===== src/rtl/phase_monitor_pkg.sv =====
// Shared encodings for the four-phase clock monitor: phase codes, error codes,
// FSM states and the small decode helpers used by the monitor and its schedule.
package phase_monitor_pkg;

    localparam logic [2:0] PH_GAP = 3'd0;
    localparam logic [2:0] PH_B   = 3'd1;
    localparam logic [2:0] PH_C   = 3'd2;
    localparam logic [2:0] PH_D   = 3'd3;
    localparam logic [2:0] PH_A   = 3'd4;

    localparam logic [2:0] ERR_NONE     = 3'd0;
    localparam logic [2:0] ERR_OVERLAP  = 3'd1;
    localparam logic [2:0] ERR_MISSING  = 3'd2;
    localparam logic [2:0] ERR_SPURIOUS = 3'd3;
    localparam logic [2:0] ERR_WRONG    = 3'd4;

    // Sample vector bit order is {A, B, C, D}
    localparam logic [3:0] VEC_B = 4'b0100;

    typedef enum logic {
        ST_HUNT  = 1'b0,
        ST_TRACK = 1'b1
    } state_t;

    function automatic logic [3:0] phase_vec(input logic [2:0] ph);
        case (ph)
            PH_B:    return 4'b0100;
            PH_C:    return 4'b0010;
            PH_D:    return 4'b0001;
            PH_A:    return 4'b1000;
            default: return 4'b0000;
        endcase
    endfunction

    function automatic logic [2:0] classify_err(input logic [3:0] s, input logic [3:0] e);
        logic [2:0] ones;
        ones = {2'b00, s[0]} + {2'b00, s[1]} + {2'b00, s[2]} + {2'b00, s[3]};
        if (s == e)
            return ERR_NONE;
        else if (ones > 3'd1)
            return ERR_OVERLAP;
        else if (s == 4'b0000)
            return ERR_MISSING;
        else if (e == 4'b0000)
            return ERR_SPURIOUS;
        else
            return ERR_WRONG;
    endfunction

endpackage


===== src/rtl/phase_schedule.sv =====
// Maps the frame position t to the expected phase-line vector and phase code:
// B, C, D, A pulses of PULSE_W cycles spaced by GAP_W low cycles, idle afterwards.
module phase_schedule
    import phase_monitor_pkg::*;
#(
    parameter int unsigned PULSE_W = 4,
    parameter int unsigned GAP_W   = 4,
    parameter int unsigned PERIOD  = 64
) (
    input  logic [$clog2(PERIOD)-1:0] t,
    output logic [3:0]                exp_vec,
    output logic [2:0]                exp_ph
);

    localparam int unsigned STRIDE = PULSE_W + GAP_W;

    always_comb begin
        exp_ph = PH_GAP;
        for (int unsigned k = 0; k < 4; k++) begin
            if ((32'(t) >= k * STRIDE) && (32'(t) < k * STRIDE + PULSE_W))
                exp_ph = 3'(k + 1);
        end
        exp_vec = phase_vec(exp_ph);
    end

endmodule


===== src/rtl/phase_monitor.sv =====
// Receive-side checker for the four-phase clock set: aligns to the B rise,
// tracks the frame schedule, classifies sequence errors and reports lock.
module phase_monitor
    import phase_monitor_pkg::*;
#(
    parameter int unsigned PULSE_W     = 4,
    parameter int unsigned GAP_W       = 4,
    parameter int unsigned PERIOD      = 64,
    parameter int unsigned LOCK_FRAMES = 2
) (
    input  logic        clk_in,
    input  logic        reset_n,
    input  logic        clkA,
    input  logic        clkB,
    input  logic        clkC,
    input  logic        clkD,
    output logic [2:0]  phase,
    output logic        frame_done,
    output logic        locked,
    output logic        err,
    output logic [2:0]  err_code,
    output logic [15:0] frame_cnt
);

    localparam int unsigned TW = $clog2(PERIOD);
    localparam int unsigned RW = $clog2(LOCK_FRAMES + 1);
    localparam logic [TW-1:0] T_LAST  = TW'(PERIOD - 1);
    localparam logic [RW-1:0] RUN_MAX = RW'(LOCK_FRAMES);

    state_t        state_q, state_d;
    logic [3:0]    s_q, s_d;
    logic          b_prev_q, b_prev_d;
    logic [1:0]    warm_q, warm_d;
    logic [TW-1:0] t_q, t_d;
    logic [2:0]    phase_q, phase_d;
    logic          frame_done_q, frame_done_d;
    logic          locked_q, locked_d;
    logic          err_q, err_d;
    logic [2:0]    err_code_q, err_code_d;
    logic [15:0]   frame_cnt_q, frame_cnt_d;
    logic [RW-1:0] run_q, run_d;

    logic [3:0]    exp_vec;
    logic [2:0]    exp_ph;
    logic [2:0]    code;
    logic [RW-1:0] run_inc;

    phase_schedule #(
        .PULSE_W (PULSE_W),
        .GAP_W   (GAP_W),
        .PERIOD  (PERIOD)
    ) u_sched (
        .t       (t_q),
        .exp_vec (exp_vec),
        .exp_ph  (exp_ph)
    );

    always_comb begin
        s_d          = {clkA, clkB, clkC, clkD};
        b_prev_d     = s_q[2];
        // warm_q[1] means both s_q and b_prev_q hold post-reset samples, so a B
        // already high at reset release is never mistaken for a rising edge.
        warm_d       = {warm_q[0], 1'b1};
        state_d      = state_q;
        t_d          = t_q;
        phase_d      = phase_q;
        frame_done_d = 1'b0;
        locked_d     = locked_q;
        err_d        = 1'b0;
        err_code_d   = err_code_q;
        frame_cnt_d  = frame_cnt_q;
        run_d        = run_q;
        code         = classify_err(s_q, exp_vec);
        run_inc      = (run_q == RUN_MAX) ? run_q : run_q + 1'b1;

        case (state_q)
            ST_HUNT: begin
                phase_d = PH_GAP;
                if (warm_q[1] && (s_q == VEC_B) && !b_prev_q) begin
                    state_d = ST_TRACK;
                    t_d     = TW'(1);
                    phase_d = PH_B;
                end
            end
            ST_TRACK: begin
                if (code != ERR_NONE) begin
                    state_d    = ST_HUNT;
                    t_d        = '0;
                    phase_d    = PH_GAP;
                    err_d      = 1'b1;
                    err_code_d = code;
                    locked_d   = 1'b0;
                    run_d      = '0;
                end else begin
                    phase_d = exp_ph;
                    if (t_q == T_LAST) begin
                        t_d          = '0;
                        frame_done_d = 1'b1;
                        frame_cnt_d  = frame_cnt_q + 16'd1;
                        run_d        = run_inc;
                        locked_d     = (run_inc == RUN_MAX);
                    end else begin
                        t_d = t_q + 1'b1;
                    end
                end
            end
            default: state_d = ST_HUNT;
        endcase
    end

    always_ff @(posedge clk_in or negedge reset_n) begin
        if (!reset_n) begin
            state_q      <= ST_HUNT;
            s_q          <= '0;
            b_prev_q     <= 1'b0;
            warm_q       <= '0;
            t_q          <= '0;
            phase_q      <= PH_GAP;
            frame_done_q <= 1'b0;
            locked_q     <= 1'b0;
            err_q        <= 1'b0;
            err_code_q   <= ERR_NONE;
            frame_cnt_q  <= '0;
            run_q        <= '0;
        end else begin
            state_q      <= state_d;
            s_q          <= s_d;
            b_prev_q     <= b_prev_d;
            warm_q       <= warm_d;
            t_q          <= t_d;
            phase_q      <= phase_d;
            frame_done_q <= frame_done_d;
            locked_q     <= locked_d;
            err_q        <= err_d;
            err_code_q   <= err_code_d;
            frame_cnt_q  <= frame_cnt_d;
            run_q        <= run_d;
        end
    end

    assign phase      = phase_q;
    assign frame_done = frame_done_q;
    assign locked     = locked_q;
    assign err        = err_q;
    assign err_code   = err_code_q;
    assign frame_cnt  = frame_cnt_q;

endmodule


===== config.mk =====
export PLATFORM = sky130hd
export DESIGN_NAME = phase_monitor
export DESIGN_NICKNAME = d
export VERILOG_FILES = /design/src/rtl/phase_monitor_pkg.sv /design/src/rtl/phase_schedule.sv /design/src/rtl/phase_monitor.sv
export SDC_FILE = /design/constraint.sdc
export NUM_CORES = 1
export LEC_CHECK = 0
export ABC_CLOCK_PERIOD_IN_PS = 2670
export CORE_UTILIZATION = 50
export CTS_CLUSTER_SIZE = 16
export DETAILED_ROUTE_END_ITERATION = 10
export PLACE_DENSITY = 0.72
export SLEW_MARGIN = 20
export SYNTH_ARGS = -nofsm -noshare
export SYNTH_HDL_FRONTEND = slang
export SYNTH_SLANG_ARGS = --single-unit

===== constraint.sdc =====
create_clock -name clk_in -period 2.67 [get_ports clk_in]
set_clock_uncertainty 0.2 [all_clocks]
set_input_delay 0.534 -clock clk_in [delete_from_list [all_inputs] [get_ports clk_in]]
set_output_delay 0.534 -clock clk_in [all_outputs]
set_load 0.1 [all_outputs]

==> metrics.yaml <==
crit_fanout: 11
cts_hold_buf: 0
io_pins: 31
cts_setup_buffers: 0
htree_levels: 2
hold_violations: 0
ctsResizeCount: 0
drt_iter0_drc: 122
min_period_over_period_pct: 92.4
syn2layout_area_growth_pct: 19.4
worst_setup_path_end_kind: "register"
async_flop_share_pct: 100
ys_warn_count: 0
die_area_um2: 4130
reg2reg_to: "frame_cnt[15]$_DFFE_PN0P_"
yosysMostFrequentCell: "dfrtp_1"
final_net_count: 223
powerDensity_nw_per_um2: 625
grt_pass1_wl_um: 6600
clock-sinks: 40
p_leak_nw: 1.16
synth_seq_cells: 40
synth.top_cells.by_count: "40 x dfrtp_1, 14 x xor2_1, 12 x nand3_1, 10 x inv_1, 10 x nor2_1"
hpwlAfterDp_um: 2710
grtUsageMet1_pct: 29.0
grt_pass1_vias: 1390
worst-setup-path-type: "reg -> reg"
cp_cell_sequence: "nor3_1 -> or3_1 -> a2111o_1 -> nor4_1 -> xor2_1"
grt_max_degree: 41
final_cells: 260
report.power.total_mw: 1.45
rr_startpoint: "t_q[2]$_DFFE_PN0P_"
worst_slew_margin_rel_pct: 42.2
cts_buffer_depth: 2
slew_violations: 0
n_antenna_cell: 0
fmax_ghz: 0.406
synth.yosys.seq_area_share_pct: 51.6
cp-start-kind: "register"
vdd_drop_max_v: 0.000497
worst_path_largest_cell_delay_ns: 0.55
ff2ff_setup_slack_ns: 0.20
critPathSlowestCell: "a2111o_1"
fin_crit_ns: 2.47
cts-root-buf: "clkbuf_8"
port_buffers: 30
viasPerCell: 5.50
first_pass_iters: 4
top_usage_layer: "met2"
rows: 22
synth_enable_flop_cells: 0
drc_errors: 0
cts.clk_slew.worst_paths_ns: 0.07
critPathArrivalTime_ns: 2.48
crit_buf_inv: 0
worst_ep_required_time_ns: 2.68
insertion_delay_ns: 0.29
tightest_slew_ns: 0.867
rsz0062_at_grt: "false"
drive_above_1_share_pct: 25.0
synth_top_cell_by_area: "dfrtp_1"
grtUsageMet2_pct: 31.6
syn_area_per_cell_um2: 11.1
start_util_pct: 52.5
netlist_instances: 174
antenna_found_initial: 0
wl_um: 3750
wl_per_cell_um: 14.4
die_w_um: 64.3
met3_usage_pct: 4.64
fin_setup_tns_ns: 0
setup_viol: 0
worst_hold_slack_ns: 0.154
ant_nets: 0
cts_tree: "done"
synth_area_leaders: "dfrtp_1 52%, xor2_1 6.3%, ha_1 3.2%"
synth_top_area_share_pct: 51.6
fillers: 317
numCtsBuffers: 5
synth_nets: 186
synth_ff_type: "dfrtp_1"
rr_worst_depth: 5
core_area_um2: 3690
drv_cap: 0
place_congestion: 0.858
path_depth: 5
synth_cell_type_count: 43
syn_area_um2: 1940
dp.cells: 252
gr-total-overflow: 0
hp-class: "in -> async"
grt_use_total_pct: 21.2
cp_top_family: "simple AND/OR/NAND/NOR gates"
num_vias: 1431
fp.dieH_um: 64.3
status: "completed"
[sequential cells by signal, indices dropped and copies added (netlist names), 2 cells and up]
name       cells
frame_cnt     16
warm_q         2
t_q            6
s_q            4
err_code       3
phase          3
[kinds of logic after synthesis]
| kind of cell | count (synthesis) | synth area share [%] |
|---|---|---|
| buffers and inverters | 15 | 4.20 |
| and+or+nand+nor | 70 | 21.7 |
| xor gates and xnor gates | 17 | 7.68 |
| adders and majority gates | 6 | 4.26 |
| muxes | 4 | 2.32 |
| other | 1 | 0.193 |
| AOI/OAI and AO/OA | 21 | 8.01 |
| DFF | 40 | 51.6 |
[worst max-delay path by stage]
| stage | endpoint | start |
|---|---|---|
| after floorplan | frame_cnt[11]$_DFFE_PN0P_ | frame_cnt[5]$_DFFE_PN0P_ |
| after global placement | frame_cnt[15]$_DFFE_PN0P_ | t_q[2]$_DFFE_PN0P_ |
| after detailed placement | frame_cnt[3]$_DFFE_PN0P_ | t_q[2]$_DFFE_PN0P_ |
| after CTS | frame_cnt[15]$_DFFE_PN0P_ | t_q[2]$_DFFE_PN0P_ |
| after global routing | frame_cnt[13]$_DFFE_PN0P_ | t_q[2]$_DFFE_PN0P_ |
| final | frame_cnt[15]$_DFFE_PN0P_ | t_q[2]$_DFFE_PN0P_ |
[power by group]
| part | leakage, nW | total [mW] | internal, mW | switching, mW |
|---|---|---|---|---|
| logic | 0.575 | 0.349 | 0.0860 | 0.263 |
| clock network | 0.0455 | 0.415 | 0.211 | 0.205 |
| registers | 0.535 | 0.682 | 0.651 | 0.0315 |
[cells in the final DEF (no fill, tap or decap), drive strengths merged, types with 2 or more instances in the layout]
cell	Yosys	final
clkbuf	0	8
inv	10	10
xnor2	3	3
and3	5	5
nor2b	2	2
and2	2	2
buf	5	31
clkdlybuf4s50	0	4
a211oi	2	2
nor3	5	5
dfrtp	40	40
nand3	12	12
a21oi	4	4
mux2	4	4
nor2	11	11
xor2	14	14
nor4	8	8
o2bb2ai	2	2
nand2b	3	3
or3	4	4
ha	5	5
nand2	8	8
nand4	5	5
o21ai	4	4
a31oi	3	3
[metrics by stage]
step                      instance area (um2)  util (%)  worst slack [ns]
after detailed placement                 2220      60.3             0.257
after global routing                     2310      62.8            0.0699
after global placement                   2220      60.3             0.282
after CTS                                2310      62.8             0.239
final                                    2310      62.8             0.204
after floorplan                          1940         -             0.237
[worst reg2reg max path: stages, from the launching register on]
cell      delay (ns)
dfrtp_1         0.53
nor3_1          0.14
or3_1           0.40
a2111o_1        0.55
nor4_1          0.38
xor2_1          0.20
[area by class of cell]
cell class	instances	area, um2	share of cell area (%)
sequential	40	1000	43.2
multi-input combinational	119	856	37.0
timing repair buffer	35	270	11.7
clock buffer	8	90.1	3.89
tap	48	60.1	2.59
inverter	10	37.5	1.62
[routing by layer]
layer	vias to the layer above	wire length, um
li1	680	-
met1	700	1800
met2	43	1710
met3	8	165
met4	0	71
met5	-	0
Note: power is estimated with default switching activity, not from simulation.
